`src/rtl/disp_sequencer_pkg.sv`:
```
// Shared definitions for the display sequencer: mode codes, the idle
// pattern and the digit positions used by the score and ID images.
package disp_pkg;

  localparam logic [2:0] MODE_IDLE  = 3'd0;
  localparam logic [2:0] MODE_LEVEL = 3'd1;
  localparam logic [2:0] MODE_GAME  = 3'd2;
  localparam logic [2:0] MODE_OVER  = 3'd3;
  localparam logic [2:0] MODE_TOPR  = 3'd4;
  localparam logic [2:0] MODE_TOPS  = 3'd5;

  localparam logic [7:0] DASH_DEFAULT = 8'b00111111;

  // Digit positions shared by the score and top-scorer images.
  localparam int SCORE_LO    = 2;
  localparam int SCORE_HI    = 3;
  localparam int ID_FIRST    = 1;
  localparam int ID_DIGITS   = 4;
  localparam int GAME_DIGITS = 6;

endpackage

```
`src/rtl/disp_sequencer_if.sv`:
```
// Source and display signals between the game controller/scorer and the
// display sequencer.
interface disp_sequencer_if #(
  parameter int NUM_DIGITS = 6,
  parameter int SEG_W      = 8
);
  // No valid/ready handshake: every source is a level signal sampled on
  // every clk edge, and disp_bus/rot_phase are always valid after reset.
  logic [2:0]                  mode;
  logic [SEG_W-1:0]            mode_disp;
  logic [NUM_DIGITS*SEG_W-1:0] scram_bus;
  logic [2*SEG_W-1:0]          player_score;
  logic [4*SEG_W-1:0]          top_id;
  logic [2*SEG_W-1:0]          top_score;
  logic                        freeze;
  logic [NUM_DIGITS*SEG_W-1:0] disp_bus;
  logic                        rot_phase;

  modport master (
    output mode, mode_disp, scram_bus, player_score, top_id, top_score, freeze,
    input  disp_bus, rot_phase
  );

  modport slave (
    input  mode, mode_disp, scram_bus, player_score, top_id, top_score, freeze,
    output disp_bus, rot_phase
  );
endinterface

```
`src/rtl/disp_sequencer_tick_prescaler.sv`:
```
// Free-running divider producing a one-cycle tick every TICK_DIV cycles.
// clr restarts the count (and suppresses a coinciding tick); hold freezes it.
module tick_prescaler #(
  parameter int TICK_DIV = 25000000
) (
  input  logic clk,
  input  logic rst,
  input  logic clr,
  input  logic hold,
  output logic tick
);
  localparam int CW = (TICK_DIV > 2) ? $clog2(TICK_DIV) : 1;
  localparam logic [CW-1:0] LAST = CW'(TICK_DIV - 1);

  logic [CW-1:0] cnt;

  assign tick = (cnt == LAST) && !clr && !hold;

  // Count 0..TICK_DIV-1, restarting on clr and standing still on hold.
  always_ff @(posedge clk) begin
    if (!rst) begin
      cnt <= '0;
    end else if (clr) begin
      cnt <= '0;
    end else if (!hold) begin
      cnt <= (cnt == LAST) ? '0 : cnt + CW'(1);
    end
  end
endmodule

```
`src/rtl/disp_sequencer.sv`:
```
// Display sequencer: picks per-digit segment patterns from the mode code,
// blinks the game-over score a bounded number of times and rotates the
// top-scorer view between ID and score.
module disp_sequencer
  import disp_pkg::*;
#(
  parameter int               NUM_DIGITS  = 6,
  parameter int               SEG_W       = 8,
  parameter logic [SEG_W-1:0] DASH        = SEG_W'(DASH_DEFAULT),
  parameter int               TICK_DIV    = 25000000,
  parameter int               BLINK_TICKS = 1,
  parameter int               BLINK_COUNT = 3,
  parameter int               ROT_TICKS   = 4
) (
  input logic             clk,
  input logic             rst,
  disp_sequencer_if.slave bus
);
  localparam int TOG_MAX = 2 * BLINK_COUNT;
  localparam int BT_W    = $clog2(BLINK_TICKS + 1);
  localparam int TG_W    = $clog2(TOG_MAX + 1);
  localparam int RT_W    = $clog2(ROT_TICKS + 1);
  localparam int DW      = NUM_DIGITS * SEG_W;

  logic [2:0]      mode_q;
  logic            mode_chg;
  logic            tick;
  logic [BT_W-1:0] b_tcnt, b_tcnt_n;
  logic [TG_W-1:0] b_tog, b_tog_n;
  logic            b_ph, b_ph_n;
  logic [RT_W-1:0] r_tcnt, r_tcnt_n;
  logic            r_ph, r_ph_n;
  logic [DW-1:0]   disp_q, disp_n;

  // Phase-dependent image for a mode; unlisted digits show DASH.
  function automatic logic [DW-1:0] image(
    input logic [2:0]         m,
    input logic               bph,
    input logic               rph,
    input logic [SEG_W-1:0]   md,
    input logic [DW-1:0]      scr,
    input logic [2*SEG_W-1:0] ps,
    input logic [4*SEG_W-1:0] tid,
    input logic [2*SEG_W-1:0] ts
  );
    logic [DW-1:0] img;
    img = {NUM_DIGITS{DASH}};
    case (m)
      MODE_LEVEL: img[0 +: SEG_W] = md;
      MODE_GAME: begin
        for (int i = 0; i < GAME_DIGITS; i++) img[i*SEG_W +: SEG_W] = scr[i*SEG_W +: SEG_W];
      end
      MODE_OVER: begin
        if (!bph) begin
          img[SCORE_LO*SEG_W +: SEG_W] = ps[0 +: SEG_W];
          img[SCORE_HI*SEG_W +: SEG_W] = ps[SEG_W +: SEG_W];
        end
      end
      MODE_TOPR: begin
        if (!rph) begin
          for (int i = 0; i < ID_DIGITS; i++) img[(ID_FIRST+i)*SEG_W +: SEG_W] = tid[i*SEG_W +: SEG_W];
        end else begin
          img[SCORE_LO*SEG_W +: SEG_W] = ts[0 +: SEG_W];
          img[SCORE_HI*SEG_W +: SEG_W] = ts[SEG_W +: SEG_W];
        end
      end
      MODE_TOPS: begin
        img[SCORE_LO*SEG_W +: SEG_W] = ts[0 +: SEG_W];
        img[SCORE_HI*SEG_W +: SEG_W] = ts[SEG_W +: SEG_W];
      end
      default: ;
    endcase
    return img;
  endfunction

  assign mode_chg = (bus.mode != mode_q);

  tick_prescaler #(.TICK_DIV(TICK_DIV)) u_prescaler (
    .clk  (clk),
    .rst  (rst),
    .clr  (mode_chg),
    .hold (bus.freeze),
    .tick (tick)
  );

  // Next blink/rotation phase on a tick, and the image to register.
  always_comb begin
    b_tcnt_n = b_tcnt;
    b_tog_n  = b_tog;
    b_ph_n   = b_ph;
    r_tcnt_n = r_tcnt;
    r_ph_n   = r_ph;
    if (tick && mode_q == MODE_OVER && b_tog != TG_W'(TOG_MAX)) begin
      if (b_tcnt == BT_W'(BLINK_TICKS - 1)) begin
        b_tcnt_n = '0;
        b_ph_n   = ~b_ph;
        b_tog_n  = b_tog + TG_W'(1);
      end else begin
        b_tcnt_n = b_tcnt + BT_W'(1);
      end
    end
    if (tick && mode_q == MODE_TOPR) begin
      if (r_tcnt == RT_W'(ROT_TICKS - 1)) begin
        r_tcnt_n = '0;
        r_ph_n   = ~r_ph;
      end else begin
        r_tcnt_n = r_tcnt + RT_W'(1);
      end
    end
    if (mode_chg) begin
      disp_n = image(bus.mode, 1'b0, 1'b0, bus.mode_disp, bus.scram_bus,
                     bus.player_score, bus.top_id, bus.top_score);
    end else begin
      disp_n = image(mode_q, b_ph_n, r_ph_n, bus.mode_disp, bus.scram_bus,
                     bus.player_score, bus.top_id, bus.top_score);
    end
  end

  // Mode change restarts all phases and beats freeze; freeze holds everything else.
  always_ff @(posedge clk) begin
    if (!rst) begin
      mode_q <= MODE_IDLE;
      b_tcnt <= '0;
      b_tog  <= '0;
      b_ph   <= 1'b0;
      r_tcnt <= '0;
      r_ph   <= 1'b0;
      disp_q <= {NUM_DIGITS{DASH}};
    end else if (mode_chg) begin
      mode_q <= bus.mode;
      b_tcnt <= '0;
      b_tog  <= '0;
      b_ph   <= 1'b0;
      r_tcnt <= '0;
      r_ph   <= 1'b0;
      disp_q <= disp_n;
    end else if (!bus.freeze) begin
      b_tcnt <= b_tcnt_n;
      b_tog  <= b_tog_n;
      b_ph   <= b_ph_n;
      r_tcnt <= r_tcnt_n;
      r_ph   <= r_ph_n;
      disp_q <= disp_n;
    end
  end

  assign bus.disp_bus  = disp_q;
  assign bus.rot_phase = r_ph && (mode_q == MODE_TOPR);
endmodule

```
`src/flat_wrapper.sv`:
```
// flat-port wrapper written by rule: the top's interface ports become plain ports
module disp_sequencer_flat import disp_pkg::*;
#(
  parameter int               NUM_DIGITS  = 6,
  parameter int               SEG_W       = 8,
  parameter logic [SEG_W-1:0] DASH        = SEG_W'(DASH_DEFAULT),
  parameter int               TICK_DIV    = 25000000,
  parameter int               BLINK_TICKS = 1,
  parameter int               BLINK_COUNT = 3,
  parameter int               ROT_TICKS   = 4
)
  (clk, rst, bus_mode, bus_mode_disp, bus_scram_bus, bus_player_score, bus_top_id, bus_top_score, bus_freeze, bus_disp_bus, bus_rot_phase);
  disp_sequencer_if #(.NUM_DIGITS(NUM_DIGITS), .SEG_W(SEG_W)) bus_i ();
  input logic clk;
  input logic rst;
  input wire logic [$bits(bus_i.mode)-1:0] bus_mode;
  input wire logic [$bits(bus_i.mode_disp)-1:0] bus_mode_disp;
  input wire logic [$bits(bus_i.scram_bus)-1:0] bus_scram_bus;
  input wire logic [$bits(bus_i.player_score)-1:0] bus_player_score;
  input wire logic [$bits(bus_i.top_id)-1:0] bus_top_id;
  input wire logic [$bits(bus_i.top_score)-1:0] bus_top_score;
  input wire logic [$bits(bus_i.freeze)-1:0] bus_freeze;
  output wire logic [$bits(bus_i.disp_bus)-1:0] bus_disp_bus;
  output wire logic [$bits(bus_i.rot_phase)-1:0] bus_rot_phase;
  assign bus_i.mode = bus_mode;
  assign bus_i.mode_disp = bus_mode_disp;
  assign bus_i.scram_bus = bus_scram_bus;
  assign bus_i.player_score = bus_player_score;
  assign bus_i.top_id = bus_top_id;
  assign bus_i.top_score = bus_top_score;
  assign bus_i.freeze = bus_freeze;
  assign bus_disp_bus = bus_i.disp_bus;
  assign bus_rot_phase = bus_i.rot_phase;
  disp_sequencer #(.NUM_DIGITS(NUM_DIGITS), .SEG_W(SEG_W), .DASH(DASH), .TICK_DIV(TICK_DIV), .BLINK_TICKS(BLINK_TICKS), .BLINK_COUNT(BLINK_COUNT), .ROT_TICKS(ROT_TICKS)) u_core (.clk(clk), .rst(rst), .bus(bus_i));
endmodule
```
`config.mk`:
```
export PLATFORM = sky130hd
export DESIGN_NAME = disp_sequencer_flat
export DESIGN_NICKNAME = d
export VERILOG_FILES = /design/src/rtl/disp_sequencer_pkg.sv /design/src/rtl/disp_sequencer_if.sv /design/src/rtl/disp_sequencer_tick_prescaler.sv /design/src/rtl/disp_sequencer.sv /design/src/flat_wrapper.sv
export SDC_FILE = /design/constraint.sdc
export NUM_CORES = 1
export LEC_CHECK = 0
export ABC_AREA = 1
export ABC_CLOCK_PERIOD_IN_PS = 3000
export BUFFER_PORTS_ARGS = -buffer_cell sky130_fd_sc_hd__buf_4
export CAP_MARGIN = 25
export CORE_ASPECT_RATIO = 0.9
export CORE_UTILIZATION = 50
export CTS_BUF_LIST = sky130_fd_sc_hd__clkbuf_16
export DETAILED_ROUTE_END_ITERATION = 10
export PLACE_DENSITY = 0.8
export SETUP_SLACK_MARGIN = 0.2
export SYNTH_ARGS = -nofsm -noshare
export SYNTH_HDL_FRONTEND = slang
export SYNTH_SLANG_ARGS = --single-unit
```
`constraint.sdc`:
```
create_clock -name clk -period 3 [get_ports clk]
set_clock_uncertainty 0.1 [all_clocks]
set_input_delay 0.3 -clock clk [delete_from_list [all_inputs] [get_ports clk]]
set_output_delay 0.3 -clock clk [all_outputs]
set_load 0.1 [all_outputs]
```
==> key figures <==
STA
  • Max-slew headroom: 48.0%
  • RSZ-0062 raised after global routing: false
  • Post-route setup TNS: 0 ps
  • Post-route minimum period: 2540 ps
  • Max frequency: 394 MHz
  • Final hold violation count: 0
  • Worst slew pin tran: 779 ps
  • Final WS setup: 462 ps
  • Fraction of the cycle the final worst path needs: 84.6%
  • Endpoints failing setup: 0
  • Pins Over Slew Limit: 0

Routing
  • Wire per inst: 15.8 um
  • Vias: 6766
  • Drt total wl: 18400 um
  • Starting DRC count in detailed routing: 817
  • Pre-antenna DRT Iters: 7
  • DRC viols: 0
  • Via density: 5.79
  • Routed Antenna Nets: 0

Finish
  • N_diodes: 0
  • Nets: 1165
  • Non-filler instance count after layout: 1168
  • Synth-to-layout area growth: 31.7%
  • Share of layout cells above drive strength 1: 22.2%

Global routing
  • Initial antenna violation count: 0
  • GRT Util Overall: 32.4%
  • GRT Residual Overflow: 0
  • Pin count of the biggest net entering global routing: 52
  • Number of global-route vias before repair: 6170
  • First-pass GRT wire length: 29600 um

Placement
  • Final HPWL DP: 13000 um
  • Placed Instances: 1153
  • Port bufs: 174
  • DP Worst Slack: 547 ps
  • GPL Wtd Cong: 0.909

Run status
  • Status: finished clean

Synth
  • Syn Area/Cell: 6.24 um^2
  • Syn Inst Count: 879
  • Post-synth cell types: 40
  • Register area share after synthesis: 30.7%
  • Cell Area, Synth: 5490 um^2
  • Synth Flop Type: dfxtp_1
  • Mapped Nets: 1009
  • Async SR Flop Fraction: 0%
  • Synth warn: 0
  • Synth Register Bits: 84
  • Post-synth EDFFs: 0

Clock network
  • Post_cts resized: 0
  • Setup bufs post-CTS: 0
  • Reg clk slew, reported paths: 70 ps
  • Clk_lat worst skew: 340 ps
  • Clock Tree Root: clkbuf_16
  • TritonCTS Buffers: 9
  • CTS Hold Buffers Added: 0
  • CTS H-tree depth: 3
  • Max Buffers Root-to-Sink: 2
  • CTS tree: built
  • Clock sink count: 84

Power
  • Switch Pwr: 1.13 mW
  • Int Power: 2.26 mW
  • PwrDens: 469 nW/um^2
  • Clock Power Share: 37.8%
  • Leakage: 3.41 nW
  • Maximum vdd drop: 0.376 mV
  • Design Power: 3.39 mW
  • Sw frac: 33.3%
  • Flop pwr share: 35.4%
  • Logic pwr share: 26.8%

Die
  • Initial Util: 52.4%
  • Die H: 101 um
  • Io pins: 175
  • Die X: 112 um
  • Die area: 11400 um^2
  • Core Region: 10500 um^2
  • # rows: 35

Worst setup path
  • Most frequent CP cell: nand3_1
  • Crit Reg-Reg Endpoint: u_core.bus.disp_bus[13]$_SDFFE_PN1P_
  • R2r setup slk: 460 ps
  • Crit path largest cell delay: 440 ps
  • Critical Path Start: u_core.u_prescaler.cnt[0]$_SDFFE_PP0N_
  • Critical path type: flip-flop to flip-flop
  • CP Data Arrival Time: 2640 ps
  • Crit path cell chain: ha_1, nand3_1, inv_1, nand2_1, nor2_1, nand3_1, nor2_1, nand3_2, nand2_4, a21oi_1, o21ai_1, nand3_1
  • RR Startpoint: u_core.u_prescaler.cnt[0]$_SDFFE_PP0N_
  • Cells on worst reg2reg path: 12
  • Worst-path fanout max: 45
  • Worst Setup End Kind: flip-flop
  • Critical Path RT: 3100 ps
  • Critical-path top delay cell: nand2_4
  • Crit start category: flip-flop

Hold path
  • Worst Hold End: u_core.mode_q[0]$_SDFFE_PN0N_
  • Hold path cells: 3
  • Hold Startpoint: bus_mode[0]
  • Hold Path Class: input port to flip-flop

Job
  • Total of max-cap violations: 0
==> cell families (layout without fill, tap and decap cells) <==
| logic type | after synthesis | count (layout) | synth area share [%] |
|---|---|---|---|
| AO/OA/AOI/OAI | 205 | 205 | 23.0 |
| XOR/XNOR | 7 | 7 | 1.25 |
| adder cells (fa/ha/maj) | 4 | 4 | 0.912 |
| buffers and inverters | 180 | 340 | 12.9 |
| flip-flops | 84 | 84 | 30.7 |
| multiplexers | 1 | 1 | 0.182 |
| AND/OR/NAND/NOR | 398 | 398 | 31.1 |
==> synthesized netlist by cell type (all sizes together) (18+ instances only) <==
| library cell | instances | share of area, % |
|---|---|---|
| a21oi | 77 | 7.0 |
| a221oi | 26 | 4.2 |
| buf | 20 | 1.9 |
| clkbuf | 26 | 1.8 |
| dfxtp | 84 | 31 |
| inv | 134 | 9.2 |
| nand2 | 229 | 16 |
| nand3 | 58 | 5.5 |
| nor2 | 80 | 5.8 |
| o211ai | 25 | 3.4 |
| o21ai | 41 | 3.7 |
| o22ai | 18 | 2.1 |
==> layout make-up <==
cell class	count	area, um^2
multi-input cells	615	3110
well taps	129	161
fillers	950	3240
clock inverters	6	113
flip-flops and latches	84	1680
repair buffers	191	1430
clock buffers	9	225
inverters	134	503
==> power by group through the flow <==
stage	sequential, mW	clock [mW]	combinational [mW]
floorplan	1.55	0	0.263
global placement	1.22	0	0.893
detailed placement	1.22	0	0.897
CTS	1.20	1.30	0.900
global route	1.20	1.35	0.965
finish	1.20	1.28	0.908
==> worst max path at each step <==
| stage | endpoint |
|---|---|
| 2_1_floorplan | bus_rot_phase |
| 3_3_place_gp | u_core.bus.disp_bus[35]$_SDFFE_PN1P_ |
| 3_5_place_dp | u_core.bus.disp_bus[34]$_SDFFE_PN1P_ |
| 4_1_cts | u_core.bus.disp_bus[34]$_SDFFE_PN1P_ |
| 5_1_grt | u_core.bus.disp_bus[16]$_SDFFE_PN1P_ |
| 6_report | u_core.bus.disp_bus[13]$_SDFFE_PN1P_ |
==> flip-flops by register name, summed over array words and instances, names as in the netlist <==
name and flops:
u_core.u_prescaler.cnt 25, u_core.r_ph 1, u_core.bus.disp_bus 48, u_core.r_tcnt 3
u_core.mode_q 3, u_core.b_tog 3, u_core.b_ph 1
==> layer usage <==
layer	vias to the layer above	track usage (%)	share of wire (%)
met5	-	0	0
met2	435	53.7	46
met3	54	7.42	11
met4	0	14.1	3.4
met1	3056	40.7	40
li1	3221	-	-
==> cells in the final DEF, fill, tap and decap left out, types with 2 or more instances in the layout <==
master,n
a21oi_1,77
a221oi_1,26
a22o_1,4
a31oi_1,6
buf_4,191
bufinv_16,3
clkbuf_16,9
dfxtp_1,84
ha_1,4
inv_1,132
inv_2,2
nand2_1,224
nand2_2,4
nand3_1,56
nand3_2,2
nand4_1,9
nor2_1,72
nor2_2,6
nor2_4,2
nor3_1,13
nor3_2,2
nor3b_1,3
o211ai_1,25
o21a_1,2
o21ai_0,28
o21ai_1,13
o221ai_1,3
o22ai_1,18
or2_2,2
xor2_1,6
==> critical path, delay by kind of cell (launching register included) <==
kind,cells,cell delay [ps]
buffers and inverters,1,60
adders and majority gates,1,290
and+or+nand+nor,8,1230
AOI/OAI and AO/OA,2,350
DFF,1,370
==> per-stage QoR <==
| step | cell area [um^2] | util, % | hold slack, ps |
|---|---|---|---|
| finish | 7230 | 69.0 | 87.2 |
| global route | 7230 | 69.0 | 108 |
| CTS | 7230 | 69.0 | 86.1 |
| detailed placement | 6890 | 65.8 | 358 |
| global placement | 6890 | 65.8 | 355 |
| floorplan | 5490 | - | 293 |
(Power assumes the default switching activity.)
